$ cat src/rtl/reaction_timer.sv
// Reaction-time experiment controller: random pre-stimulus wait, then BCD millisecond count.
// Define BUTTON_DEBOUNCE_EN to add a DEBOUNCE_MS stable-level filter on both buttons.
module reaction_timer #(
    parameter int unsigned MIN_DELAY   = 1024,
    parameter int unsigned RAND_BITS   = 11,
    parameter int unsigned DEBOUNCE_MS = 20
) (
    input  logic        clk_1k,
    input  logic        reset,
    input  logic        start,
    input  logic        stop,
    output logic [15:0] qout,
    output logic [1:0]  flag
);

    localparam int unsigned CW = $clog2(MIN_DELAY + (1 << RAND_BITS));

    typedef enum logic [2:0] {StIdle, StWait, StLight, StShow, StFault} state_t;

    state_t        state;
    logic [15:0]   lfsr;
    logic [CW-1:0] wait_cnt;
    logic [CW-1:0] load_val;

    // Index 0 is start, index 1 is stop.
    logic [1:0] btn_raw, sync1, sync2, lvl, lvl_q, btn_p;
    logic       start_p, stop_p;

    assign btn_raw = {stop, start};
    assign start_p = btn_p[0];
    assign stop_p  = btn_p[1];

    always_ff @(posedge clk_1k) begin
        if (reset) begin
            sync1 <= 2'b00;
            sync2 <= 2'b00;
            lvl_q <= 2'b00;
            btn_p <= 2'b00;
        end else begin
            sync1 <= btn_raw;
            sync2 <= sync1;
            lvl_q <= lvl;
            btn_p <= lvl & ~lvl_q;
        end
    end

`ifdef BUTTON_DEBOUNCE_EN
    localparam int unsigned DBW = $clog2(DEBOUNCE_MS + 1);

    logic [1:0]     db;
    logic [DBW-1:0] db_cnt [2];

    // The debounced level follows the synchronized level only after it has disagreed
    // for DEBOUNCE_MS consecutive cycles.
    always_ff @(posedge clk_1k) begin
        if (reset) begin
            db <= 2'b00;
            for (int i = 0; i < 2; i++) db_cnt[i] <= '0;
        end else begin
            for (int i = 0; i < 2; i++) begin
                if (sync2[i] == db[i]) begin
                    db_cnt[i] <= '0;
                end else if (db_cnt[i] == DBW'(DEBOUNCE_MS - 1)) begin
                    db[i]     <= sync2[i];
                    db_cnt[i] <= '0;
                end else begin
                    db_cnt[i] <= db_cnt[i] + 1'b1;
                end
            end
        end
    end

    assign lvl = db;
`else
    assign lvl = sync2;
`endif

    always_ff @(posedge clk_1k) begin
        if (reset) lfsr <= 16'hACE1;
        else       lfsr <= {lfsr[14:0], lfsr[15] ^ lfsr[13] ^ lfsr[12] ^ lfsr[10]};
    end

    assign load_val = CW'(MIN_DELAY) + CW'(lfsr[RAND_BITS-1:0]);

    function automatic logic [15:0] bcd_inc(input logic [15:0] v);
        logic [15:0] r;
        logic        carry;
        r     = v;
        carry = 1'b1;
        for (int i = 0; i < 4; i++) begin
            if (carry) begin
                if (r[4*i +: 4] == 4'd9) begin
                    r[4*i +: 4] = 4'd0;
                end else begin
                    r[4*i +: 4] = r[4*i +: 4] + 4'd1;
                    carry       = 1'b0;
                end
            end
        end
        return r;
    endfunction

    always_ff @(posedge clk_1k) begin
        if (reset) begin
            state    <= StIdle;
            flag     <= 2'd0;
            qout     <= 16'h0000;
            wait_cnt <= '0;
        end else begin
            unique case (state)
                StIdle, StShow, StFault: begin
                    if (start_p) begin
                        state    <= StWait;
                        flag     <= 2'd0;
                        qout     <= 16'h0000;
                        wait_cnt <= load_val;
                    end
                end
                StWait: begin
                    if (stop_p) begin
                        state <= StFault;
                        flag  <= 2'd2;
                        qout  <= 16'h0000;
                    end else if (wait_cnt == CW'(1)) begin
                        state <= StLight;
                        flag  <= 2'd1;
                        qout  <= 16'h0000;
                    end else begin
                        wait_cnt <= wait_cnt - 1'b1;
                    end
                end
                StLight: begin
                    // Stop or saturation both freeze the current count.
                    if (stop_p || qout == 16'h9999) begin
                        state <= StShow;
                        flag  <= 2'd3;
                    end else begin
                        qout <= bcd_inc(qout);
                    end
                end
                default: begin
                    state <= StIdle;
                    flag  <= 2'd0;
                end
            endcase
        end
    end

endmodule
$ cat config.mk
export PLATFORM = sky130hd
export DESIGN_NAME = reaction_timer
export DESIGN_NICKNAME = d
export VERILOG_FILES = /design/src/rtl/reaction_timer.sv
export SDC_FILE = /design/constraint.sdc
export NUM_CORES = 1
export LEC_CHECK = 0
export CORE_MARGIN = 2
export CORE_UTILIZATION = 23
export CTS_BUF_LIST = sky130_fd_sc_hd__clkbuf_8
export DETAILED_ROUTE_END_ITERATION = 10
export SETUP_SLACK_MARGIN = 0.2
export SLEW_MARGIN = 20
export SYNTH_ARGS = -nofsm -noshare
export SYNTH_HDL_FRONTEND = slang
export SYNTH_SLANG_ARGS = --single-unit
$ cat constraint.sdc
create_clock -name clk_1k -period 2.45 [get_ports clk_1k]
set_clock_uncertainty 0.15 [all_clocks]
set_input_delay 0.6125 -clock clk_1k [delete_from_list [all_inputs] [get_ports clk_1k]]
set_output_delay 0.6125 -clock clk_1k [all_outputs]
set_load 0.005 [all_outputs]
After elaboration in Yosys (flattened, before gate mapping)
Cells that the tools add are included.
- flip-flop bits (word level): 57
- bits of input ports: 4
- output and inout port bits: 18
- word-level logic and storage cells: 93
- add/sub/neg operators: 6
- equal/unequal tests: 19
- mux-type cells: 40
- bitwise logic cells: 5
- reductions and logical operators: 11
- operators by type and width (cell ; count):
    2-to-1 mux 16 bit ; 4
    one-hot mux 16 bit (3 select lines) ; 1
    2-to-1 mux 12 bit ; 3
    2-to-1 mux 4 bit ; 7
    one-hot mux 12 bit (2 select lines) ; 1
    adder 4 x 1 -> 4 bit (second input constant) ; 4
    equality test 16 bit (second input constant) ; 1
    equality test 4 bit (second input constant) ; 4
    != test 2 bit (second input constant) ; 8
    AND reduction 5 bit ; 3
    2-to-1 mux 1 bit ; 14
    adder 11 x 11 -> 12 bit (first input constant) ; 1
    equality test 12 x 1 -> 1 bit (second input constant) ; 1
    2-to-1 mux 3 bit ; 4
    subtractor 12 x 1 -> 12 bit (second input constant) ; 1
    one-hot mux 3 bit (3 select lines) ; 1
    2-to-1 mux 2 bit ; 4
    AND reduction 4 bit ; 2
    equality test 3 x 2 -> 1 bit (second input constant) ; 2
    one-hot mux 2 bit (3 select lines) ; 1
    equality test 3 x 1 -> 1 bit (second input constant) ; 1
    equality test 3 bit (second input constant) ; 1
    logical NOT 3 bit ; 1
    != test 3 bit (second input constant) ; 1
    other kinds (8) ; 10

Depth between registers and ports, before layout
- depth in word-level cells: 16
- mapped depth: 8
- gate-level depth less buffers: 7

Worst setup path after synthesis
Ideal clock, no wire load.
- path type: reg-to-reg
- start point: register wait_cnt[3]
- end point: register qout[4]
- library setup time: 121 ps
- arrival: 1860 ps
- data required time: 2179 ps
- setup slack: 319 ps
- stages on the path, launching flop included: 7
- path buffers: 1
- period minus slack after synthesis: 2131 ps
- cells stage by stage: dfxtp_1 -> or4_4 -> o21ai_4 -> nand3_4 -> buf_6 -> nor3_4 -> mux2_2
- cells in the longest elaborated chain, start to end: 3
- ends and longest elaborated chain (what ; line ; source):
    from (decl) ; 22 ; logic [CW-1:0] wait_cnt;
    from (signal assigned) ; 116 ; wait_cnt <= load_val;
    from (signal assigned) ; 129 ; wait_cnt <= wait_cnt - 1'b1;
    equality test 12 x 1 -> 1 bit ; 124 ; end else if (wait_cnt == CW'(1)) begin
    != test 3 bit (no line) ; n/a ;
    AND reduction 5 bit (no line) ; n/a ;
    to (signal assigned) ; 138 ; qout <= bcd_inc(qout);
    to (decl) ; 12 ; output logic [15:0] qout,
Every way passes these cells.
A chain may end at the register's enable or synchronous reset.

Worst setup path after layout
- start point: register wait_cnt[4]
- end point: register qout[7]
Same word-level chain as after synthesis.

==> results.yml <==
yosys:
  ys_seq_elements: 57
  synth_top_family_by_area: "simple AND/OR/NAND/NOR gates"
  synth_mux_area_frac: 0.0110
  synth_edf_count: 0
  synth_xor_xnor_area_share: 0.00921
  synth_compound_area_frac: 0.204
  avgSynthCellArea_um2: 8.80
  ys_types: 64
  synthArstFlopShare: 0
  syn_area_um2: 2850
  seq_area_frac_synth: 0.400
  synth_fa_ha_area_frac: 0.0439
  yosys_most_used_dff: "dfxtp_1"
  postSynthCellCount: 324
  syn-num-nets: 338
  synthSimpleGateAreaFrac: 0.285
  yosys_warnings: 0
detailed_routing:
  wirelength_mm: 6.72
  dr.pass1.iters: 4
  viasPerCell: 4.80
  num_vias: 2551
  drc: 0
  wl_per_cell_um: 12.6
  final_antenna_net_count: 0
  drtIter0Drc: 132
floorplanning:
  start_util: 0.236
  die_area_um2: 13300
  core_region_area_um2: 12100
  num_rows: 40
  pin_count: 22
  die_h_um: 115
  die_w_um: 115
sta:
  finalMaxSlewViolations: 0
  fin_hold_ws_ns: 0.231
  fin_crit_ns: 2.20
  post-route-period-util: 0.898
  worstMarginPinSlew_ns: 0.562
  maxClockFrequency_ghz: 0.454
  hold_viol: 0
  rsz0062_at_grt: "true"
  setup_tns_ns: 0
  setup_viol_count_final: 0
  slew_headroom: 0.626
global_routing:
  use_met2: 0.168
  top_usage_layer: "met2"
  track_usage: 0.106
  grt_pass1_wl_mm: 11.4
  use_met1: 0.138
  antenna_found_initial: 0
  grt_util_met3: 0.0185
  first_global_vias: 2404
  grt_overflow: 0
  grt_start_max_net_pins: 57
cts:
  worstSkewPairLatency_ns: 0.34
  root_buffer: "clkbuf_8"
  cts_sinks: 57
  cts_hold_buffers: 0
  clk_pin_slew_ns: 0.07
  numCtsBuffers: 9
  cts_tree: "yes"
  cts_max_level: 3
  cts_buffer_depth: 2
worst_hold_path:
  hp-start: "lvl_q[1]"
  hold_end: "btn_p[1]"
  hold_depth: 1
  min_path_type: "flip-flop to flip-flop"
worst_setup_path:
  crit_type: "flip-flop to flip-flop"
  critPathSlowestCell: "or4_4"
  rr_worst_depth: 7
  crit_fanout: 6
  crit_family: "simple AND/OR/NAND/NOR gates"
  worstPathArrival_ns: 2.26
  slowest_delay_ns: 0.56
  crit_path_end_kind: "flip-flop"
  rr_startpoint: "wait_cnt[4]"
  path_cells: "or4_4 > o21ai_4 > buf_4 > nand3_2 > buf_4 > o31ai_1 > a21oi_1"
  r2r_setup_slack_ns: 0.25
  required_ns: 2.50
  critPathBufInv: 2
  crit_path_start_kind: "flip-flop"
  reg2reg_to: "qout[7]"
  critPathMostFrequentCell: "buf_4"
final_layout:
  antenna_cells: 0
  drive_above_1_share: 0.179
  area_growth_pct: 25.1
  finalInstanceArea_um2: 3570
  seq_area_um2: 1140
  multi_input_area_um2: 1620
  fillers: 1271
  layout_commonest_cell: "dfxtp_1"
  layout_common_cells: "57 x dfxtp_1, 26 x nand2_1, 26 x a21oi_1"
  final_nets: 372
flow_run:
  cap_violations: 0
power:
  p_leak_uw: 0.00125
  powerDensity_nw_per_um2: 599
  vdd_drop_max_v: 0.000201
place:
  port_buffers: 21
  gp_congestion: 0.756
  hpwl_mm: 4.52
  dpl_cell_area_um2: 3280
run_status:
  status: "complete, no violations"
==> final cells by class <==
class	count	share of cell area
flip-flops and latches	57	0.320
clock buffers	10	0.0386
repair buffers	41	0.0996
inverters	8	0.00842
well taps	168	0.0589
clock inverters	6	0.0189
multi-input cells	241	0.455
==> worst max path at each step <==
stage,from,to,slack (ns),cells after the start
6_report,wait_cnt[4],qout[7],0.25,7
3_3_place_gp,wait_cnt[3],wait_cnt[0],0.24,5
2_1_floorplan,wait_cnt[3],qout[4],0.32,6
4_1_cts,wait_cnt[9],qout[1],0.20,5
3_5_place_dp,wait_cnt[3],qout[1],0.20,5
5_1_grt,wait_cnt[1],qout[1],0.14,7
==> flip-flops by register name (all words and copies together), names as in the netlist <==
name	cells
btn_p	2
flag	2
lfsr	16
lvl	2
lvl_q	2
qout	16
state	3
sync1	2
wait_cnt	12
==> worst register-to-register path, stage by stage (launching register included) <==
cell     delay, ns
dfxtp_1       0.34
or4_4         0.56
o21ai_4       0.19
buf_4         0.16
nand3_2       0.15
buf_4         0.21
o31ai_1       0.23
a21oi_1       0.09
==> repair_timing <==
item | 4_1_cts | 5_1_grt
pin swaps | 3 | 3
cloned | 1 | 0
setup endpoints to repair | 5 | 16
gates resized for setup | 2 | 7
buffers inserted | 3 | 1
==> Yosys cell counts (2+ instances only) <==
cell type,instances,area [um^2]
nor2_1,17,63.8
a311oi_1,3,26.3
or2_2,7,43.8
a31oi_1,5,31.3
o211ai_1,2,15.0
a32o_1,3,30.0
nand2_1,26,97.6
inv_1,7,26.3
o31ai_1,5,37.5
nor4_1,3,18.8
or3_1,4,25.0
o22ai_1,2,12.5
a21oi_1,26,130
dfxtp_1,57,1140
o21ai_0,17,85.1
and3_1,6,37.5
nor3_1,10,50.1
and3b_1,2,17.5
and2_1,4,25.0
nand2b_1,2,12.5
nor2b_1,19,119
nand3b_1,5,37.5
buf_2,4,20.0
nand4b_1,2,17.5
mux2i_1,2,20.0
xor2_1,2,17.5
nand3_1,10,50.1
ha_1,10,125
clkbuf_1,11,41.3
nor3b_1,2,15.0
a211oi_1,4,30.0
nor4b_1,3,26.3
a31o_2,2,17.5
buf_6,3,33.8
or4_1,6,45.0
o21ai_1,3,15.0
==> cells by family after synthesis <==
kind of cell,after synthesis
muxes,3
adders and majority gates,10
xor gates and xnor gates,3
buffers and inverters,27
AOI/OAI and AO/OA,87
DFF,57
and+or+nand+nor,137
==> per-stage QoR <==
stage,util,setup WS [ns],power [uW],std cells
2_1_floorplan,-,0.319,1180,324
3_3_place_gp,0.272,0.239,1230,510
3_5_place_dp,0.272,0.200,1240,510
4_1_cts,0.293,0.205,2150,530
5_1_grt,0.296,0.142,2240,531
6_report,0.296,0.249,2140,531
==> power breakdown <==
group	total, uW	internal (uW)	switching (uW)	leakage, uW
Combinational	249	110	138	0.000687
Clock	898	498	400	0.0000985
Sequential	991	965	26.8	0.000466
==> layer usage <==
layer	vias to the layer above	part of all wire
li1	1262	-
met1	1225	0.47
met2	54	0.48
met3	10	0.039
met4	0	0.015
met5	-	0
(Power assumes the default switching activity.)
